<file path="config.mk">
export PLATFORM = sky130hd
export DESIGN_NAME = alu_arbiter
export DESIGN_NICKNAME = d
export VERILOG_FILES = /design/src/rtl/alu_arbiter.sv
export SDC_FILE = /design/constraint.sdc
export NUM_CORES = 1
export LEC_CHECK = 0
export ABC_AREA = 1
export BUFFER_PORTS_ARGS = -buffer_cell sky130_fd_sc_hd__buf_2
export CORE_AREA = 3 3 107 109
export CTS_CLUSTER_DIAMETER = 150
export DETAILED_ROUTE_END_ITERATION = 12
export DIE_AREA = 0 0 110 112
export GPL_TIMING_DRIVEN = 0
export SLEW_MARGIN = 20
export SYNTH_ARGS = -nofsm -noshare
export SYNTH_HDL_FRONTEND = slang
export SYNTH_SLANG_ARGS = --single-unit
</file>
<file path="constraint.sdc">
create_clock -name clk -period 1.8 [get_ports clk]
set_input_delay 0.09 -clock clk [delete_from_list [all_inputs] [get_ports clk]]
set_output_delay 0.09 -clock clk [all_outputs]
set_load 0.05 [all_outputs]
</file>
<file path="src/rtl/alu_arbiter.sv">
// Two-requester round-robin front end for a shared combinational ALU with a
// single registered result slot that can be drained and refilled in one cycle.
module alu_arbiter #(
    parameter logic [3:0] IDLE_OP = 4'b0000
) (
    input  logic        clk,
    input  logic        rst,
    input  logic [1:0]  req_valid,
    output logic [1:0]  req_ready,
    input  logic [63:0] req_a,
    input  logic [63:0] req_b,
    input  logic [7:0]  req_op,
    output logic [31:0] alu_a,
    output logic [31:0] alu_b,
    output logic [3:0]  alu_op,
    input  logic [31:0] alu_c,
    input  logic        alu_zero,
    output logic [1:0]  rsp_valid,
    input  logic [1:0]  rsp_ready,
    output logic [31:0] rsp_c,
    output logic        rsp_zero
);
    localparam int NUM_REQ = 2;
    localparam int DATA_W  = 32;
    localparam int OP_W    = 4;

    typedef enum logic {IDLE, HOLD} state_e;

    state_e                          state_q, state_d;
    logic                            rr_q, rr_d;
    logic [NUM_REQ-1:0]              rsp_valid_q, rsp_valid_d;
    logic [DATA_W-1:0]               rsp_c_q, rsp_c_d;
    logic                            rsp_zero_q, rsp_zero_d;

    logic [NUM_REQ-1:0][DATA_W-1:0]  lane_a, lane_b;
    logic [NUM_REQ-1:0][OP_W-1:0]    lane_op;
    logic                            drain, slot_free, gnt_vld, gnt_idx;

    assign lane_a  = req_a;
    assign lane_b  = req_b;
    assign lane_op = req_op;

    // Only the holding requester's rsp_ready can free the slot.
    assign drain     = |(rsp_valid_q & rsp_ready);
    assign slot_free = !rst && (state_q == IDLE || drain);

    always_comb begin
        gnt_vld = 1'b0;
        gnt_idx = 1'b0;
        if (slot_free) begin
            case (req_valid)
                2'b01:   begin gnt_vld = 1'b1; gnt_idx = 1'b0; end
                2'b10:   begin gnt_vld = 1'b1; gnt_idx = 1'b1; end
                2'b11:   begin gnt_vld = 1'b1; gnt_idx = rr_q; end
                default: begin gnt_vld = 1'b0; gnt_idx = 1'b0; end
            endcase
        end
    end

    always_comb begin
        req_ready = 2'b00;
        alu_a     = '0;
        alu_b     = '0;
        alu_op    = IDLE_OP;
        if (gnt_vld) begin
            req_ready = 2'b01 << gnt_idx;
            alu_a     = lane_a[gnt_idx];
            alu_b     = lane_b[gnt_idx];
            alu_op    = lane_op[gnt_idx];
        end
    end

    always_comb begin
        state_d     = state_q;
        rr_d        = rr_q;
        rsp_valid_d = rsp_valid_q;
        rsp_c_d     = rsp_c_q;
        rsp_zero_d  = rsp_zero_q;
        if (gnt_vld) begin
            // A new transfer overwrites whatever is being drained this cycle.
            state_d     = HOLD;
            rr_d        = ~gnt_idx;
            rsp_valid_d = 2'b01 << gnt_idx;
            rsp_c_d     = alu_c;
            rsp_zero_d  = alu_zero;
        end else if (state_q == HOLD && drain) begin
            state_d     = IDLE;
            rsp_valid_d = 2'b00;
        end
    end

    always_ff @(posedge clk or posedge rst) begin
        if (rst) begin
            state_q     <= IDLE;
            rr_q        <= 1'b0;
            rsp_valid_q <= 2'b00;
            rsp_c_q     <= '0;
            rsp_zero_q  <= 1'b0;
        end else begin
            state_q     <= state_d;
            rr_q        <= rr_d;
            rsp_valid_q <= rsp_valid_d;
            rsp_c_q     <= rsp_c_d;
            rsp_zero_q  <= rsp_zero_d;
        end
    end

    assign rsp_valid = rsp_valid_q;
    assign rsp_c     = rsp_c_q;
    assign rsp_zero  = rsp_zero_q;
endmodule

</file>
---- Word level (Yosys, flattened, before mapping) ----
Cells that the tools add are included.
operators by class
  order comparisons ....................... 1
  eq/ne operators ......................... 3
  shifts and indexed selects .............. 1
  mux-type cells .......................... 18
  bitwise gates (word level) .............. 3
  reductions and logical operators ........ 7
operators with widths
  kind                   number
  $mux W32               6
  $mux W4                3
  $mux W2                3
  $mux W1                5
  $eq A2 B2 Y1 const B   2
  $reduce_or A3 Y1       1
  $and A2 B2 Y2          1
  $eq A2 B1 Y1 const B   1
  $logic_and A1 B1 Y1    2
  $lt A1 B2 Y1 const B   1
  $not A1 Y1             2
  $pmux W1 S2            1
  $reduce_bool A2 Y1     1
  $reduce_or A2 Y1       1
  $shl A1 B1 Y2 const A  1
  $logic_not A1 Y1       1
  $logic_or A1 B1 Y1     1
storage, ports and cells
  flip-flop bits (word level) ............. 37
  input bits .............................. 175
  output and inout bits ................... 105
  word-level logic and storage cells ...... 38

---- Logic depth before layout (Yosys ltp) ----
  depth in word-level cells ............... 8
  mapped depth ............................ 7
  mapped depth without buffers ............ 6

---- Worst setup path before layout ----
Ideal clock, no wire load.
  path type ............................... input to output
  start ................................... in rst
  end ..................................... out alu_a[0]
  arrival time ............................ 2.201 ns
  path slack .............................. -0.491 ns
  cell stages on the path ................. 4
  path buffers ............................ 1
  cells stage by stage .................... inv_1 nand4_2 buf_2 o21ai_1
on the way
  longest elaborated chain between the ends .. 6
RTL lines
  item                                         RTL line  RTL
  start, declared                              7         input logic rst,
  $logic_not A1 Y1 (no source line) *          -
  $logic_and A1 B1 Y1 *                        45        assign slot_free = !rst && (state_q == IDLE || drain);
  $mux W1                                      50        if (slot_free) begin
  $mux W32 (implied by the code) (2 in a row)  67        alu_a = lane_a[gnt_idx];
  $mux W32 *                                   65        if (gnt_vld) begin
  end, declared                                13        output logic [31:0] alu_a,
Every way passes the cells marked *; elsewhere a longest branch is shown, timed or not. The select of a mux whose other input is x is not followed.

---- Final worst setup path ----
  start ................................... reg rsp_valid_q[0], in the netlist rsp_valid[0]
  end ..................................... out alu_b[19]
on the way
  longest elaborated chain between the ends .. 8
RTL lines
  item                                         RTL line  RTL
  start, declared                              31        logic [NUM_REQ-1:0] rsp_valid_q, rsp_valid_d;
  start signal, assigned                       102       rsp_valid_q <= rsp_valid_d;
  $and A2 B2 Y2 *                              44        assign drain = |(rsp_valid_q & rsp_ready);
  $reduce_or A2 Y1 *                           44
  $logic_or A1 B1 Y1 *                         45
  $logic_and A1 B1 Y1 *                        45
  $mux W1                                      50
  $mux W32 (implied by the code) (2 in a row)  68        alu_b = lane_b[gnt_idx];
  $mux W32 *                                   65
  end, declared                                14        output logic [31:0] alu_b,
Marked as above.

==> results.ini <==
[run_status]
status=completed

[yosys]
synth_edf_count=0
synthTopCellsByCount=nand2_1, inv_1, o21ai_1, dfrtp_1, o21ai_0
ys.flop_type=dfrtp_1
syn_avg_cell_area_um2=6.465
yosysSeqAreaShare_pct=37.30
synth_seq_cells=37
synth_cells=384
yosys.area.top_type=dfrtp_1
synthesis.nets=559
synth_area_leaders=dfrtp_1, nand2_1, inv_1
yosysMostFrequentCell=nand2_1
async_flop_share_pct=100.0
yosysTopAreaCellShare_pct=37.30
yosysWarnings=0
syn-cell-area_um2=2482
yosys.cell_types.count=15

[power_and_ir_drop]
peakVddDrop_v=0.0008340
p_per_area_nw_per_um2=1370
p_leak_nw=3.228

[die]
die_w_um=110
coreArea_um2=10700
fp.dieH_um=112
num_rows=38
initial_core_util_pct=23.20
io_pins=280
die_area_um2=12320

[timing]
fin_crit_ps=1787
slew_viol_final=0
setup_ws_ps=12.86
setup_viol=0
fmaxAchievable_ghz=0.5596
setup_tns_ps=0
rsz0062_at_grt=true
hold_ws_ps=19.38
fin_skew_ps=14.20
finalHoldViolations=0
timing.final.crit_share_pct=99.29
relSlewSlack_pct=33.08
worst_pin_slew_ps=998.3

[route]
finalWirelength_mm=13.05
first_pass_iters=4
vias_per_cell=4.368
vias=3665
ant_nets=0
drc_errors=0
dr.first_iter.drc_count=199
drt-wirelength-per-cell_um=15.55

[setup_path]
critical_path_required_ps=1710
cp.arrival_ps=1700
crit_path_start_kind=register
end_kind=primary output
cp_max_fo=5
critPathKind=reg -> out
reg2reg_depth=8

[clock_network]
numCtsBuffers=5
clk_path_buf_depth=2
cts.sinks=37
cts.clk_slew.worst_paths_ps=80
h-tree-depth=2
cts_root_buf=clkbuf_8
insertion_delay_ps=290
cts_tree=done

[placement]
placed_cells=803
place_area_um2=4339
post-dp-hpwl_mm=8.774
io_buffers=279
routabilityCongestion=0.9463
dp_slack_ps=-560.9

[global_routing]
grt.total_usage_pct=18.10
grt_pass1_wl_mm=17.59
antenna_found_initial=1
grt_start_max_net_pins=21
grt_pass1_vias=3545
overflow=0

[final_layout]
drive_above_1_share_pct=65.19
area_delta_synth_final_pct=133.3
final_area_um2=5792
final_net_count=872
final_cell_count_no_fill=839

[job]
cap_violations=0

[min_path]
hp-class=in -> async

## worst max-delay path, cell delays in order (launching register included)
cell and delay [ps]:
dfrtp_1 370, nand2_2 80, nand3_4 130, nand2_8 90, nor2_4 240, buf_6 170, nand2_2 70, o21ai_4 70
buf_6 180
## repair_timing
item,in CTS,in global routing
cloned,6,9
setup endpoints to repair,72,69
resized for setup,148,145
pin swaps,3,11
hold endpoints to repair,17,0
buffers inserted,8,2
hold buffers,2,0
## state kept, by name, summed over array words and instances (netlist names)
| signal | count |
|---|---|
| rsp_c | 32 |
| rsp_valid | 2 |
| rr_q | 1 |
| rsp_zero | 1 |
| state_q | 1 |
## final cells by class
type / instances / area [um2]
antenna: 1 / 2.502
buffer: 21 / 247.7
clock buffer: 6 / 72.57
clock inverter: 2 / 15.01
fill: 963 / 4906
inverter: 105 / 397.9
multi-input combinational: 223 / 1732
sequential: 37 / 925.9
tap: 140 / 175.2
timing repair buffer: 302 / 2213
timing repair inverter: 2 / 10.01
## through the flow
| step | util (%) | total power [mW] |
|---|---|---|
| 2_1_floorplan | - | 4.917 |
| 3_3_place_gp | 40.56 | 6.024 |
| 3_5_place_dp | 40.56 | 6.077 |
| 4_1_cts | 47.11 | 7.312 |
| 5_1_grt | 54.14 | 8.350 |
| 6_report | 54.14 | 7.932 |
## layout by cell type, fill, tap and decap left out, drive strengths merged
master,count
nand4,1
clkbuf,12
dlygate4sd3,2
nand2,113
dfrtp,37
nor2,3
nand3,4
clkinvlp,5
inv,104
or2,1
o21ai,101
buf,315
diode,1
## layer usage
layer  GRT usage [%]  wire (um)
met1           21.39       4825
met2           31.96       6999
met3           3.304        832
met4           6.816        391
met5               0          0
## final timing paths
check	start	end	slack [ps]
max in group asynchronous	rst	rsp_zero	940
worst max-delay path	rsp_valid[0]	alu_b[19]	10
worst min register to register	rsp_c[25]	rsp_c[25]	480
min in group clk	alu_c[6]	rsp_c[6]	40
worst max register to register	rsp_valid[0]	rsp_c[17]	280
worst min-delay path	rst	rsp_c[12]	20
## cells by family (layout without fill, tap and decap cells)
| family | count (synthesis) | after routing | synth area share [%] |
|---|---|---|---|
| other | 0 | 1 | 0 |
| buffers and inverters | 126 | 438 | 21.22 |
| DFF | 37 | 37 | 37.30 |
| AOI/OAI and AO/OA | 101 | 101 | 21.42 |
| and+or+nand+nor | 120 | 122 | 20.06 |
## power by group
part,switching [mW],leakage [nW],internal (mW)
clock,0.301,0.0374,0.273
combinational,3.99,2.73,1.94
sequential,0.210,0.457,1.23
Power figures use the tool's default switching activity.
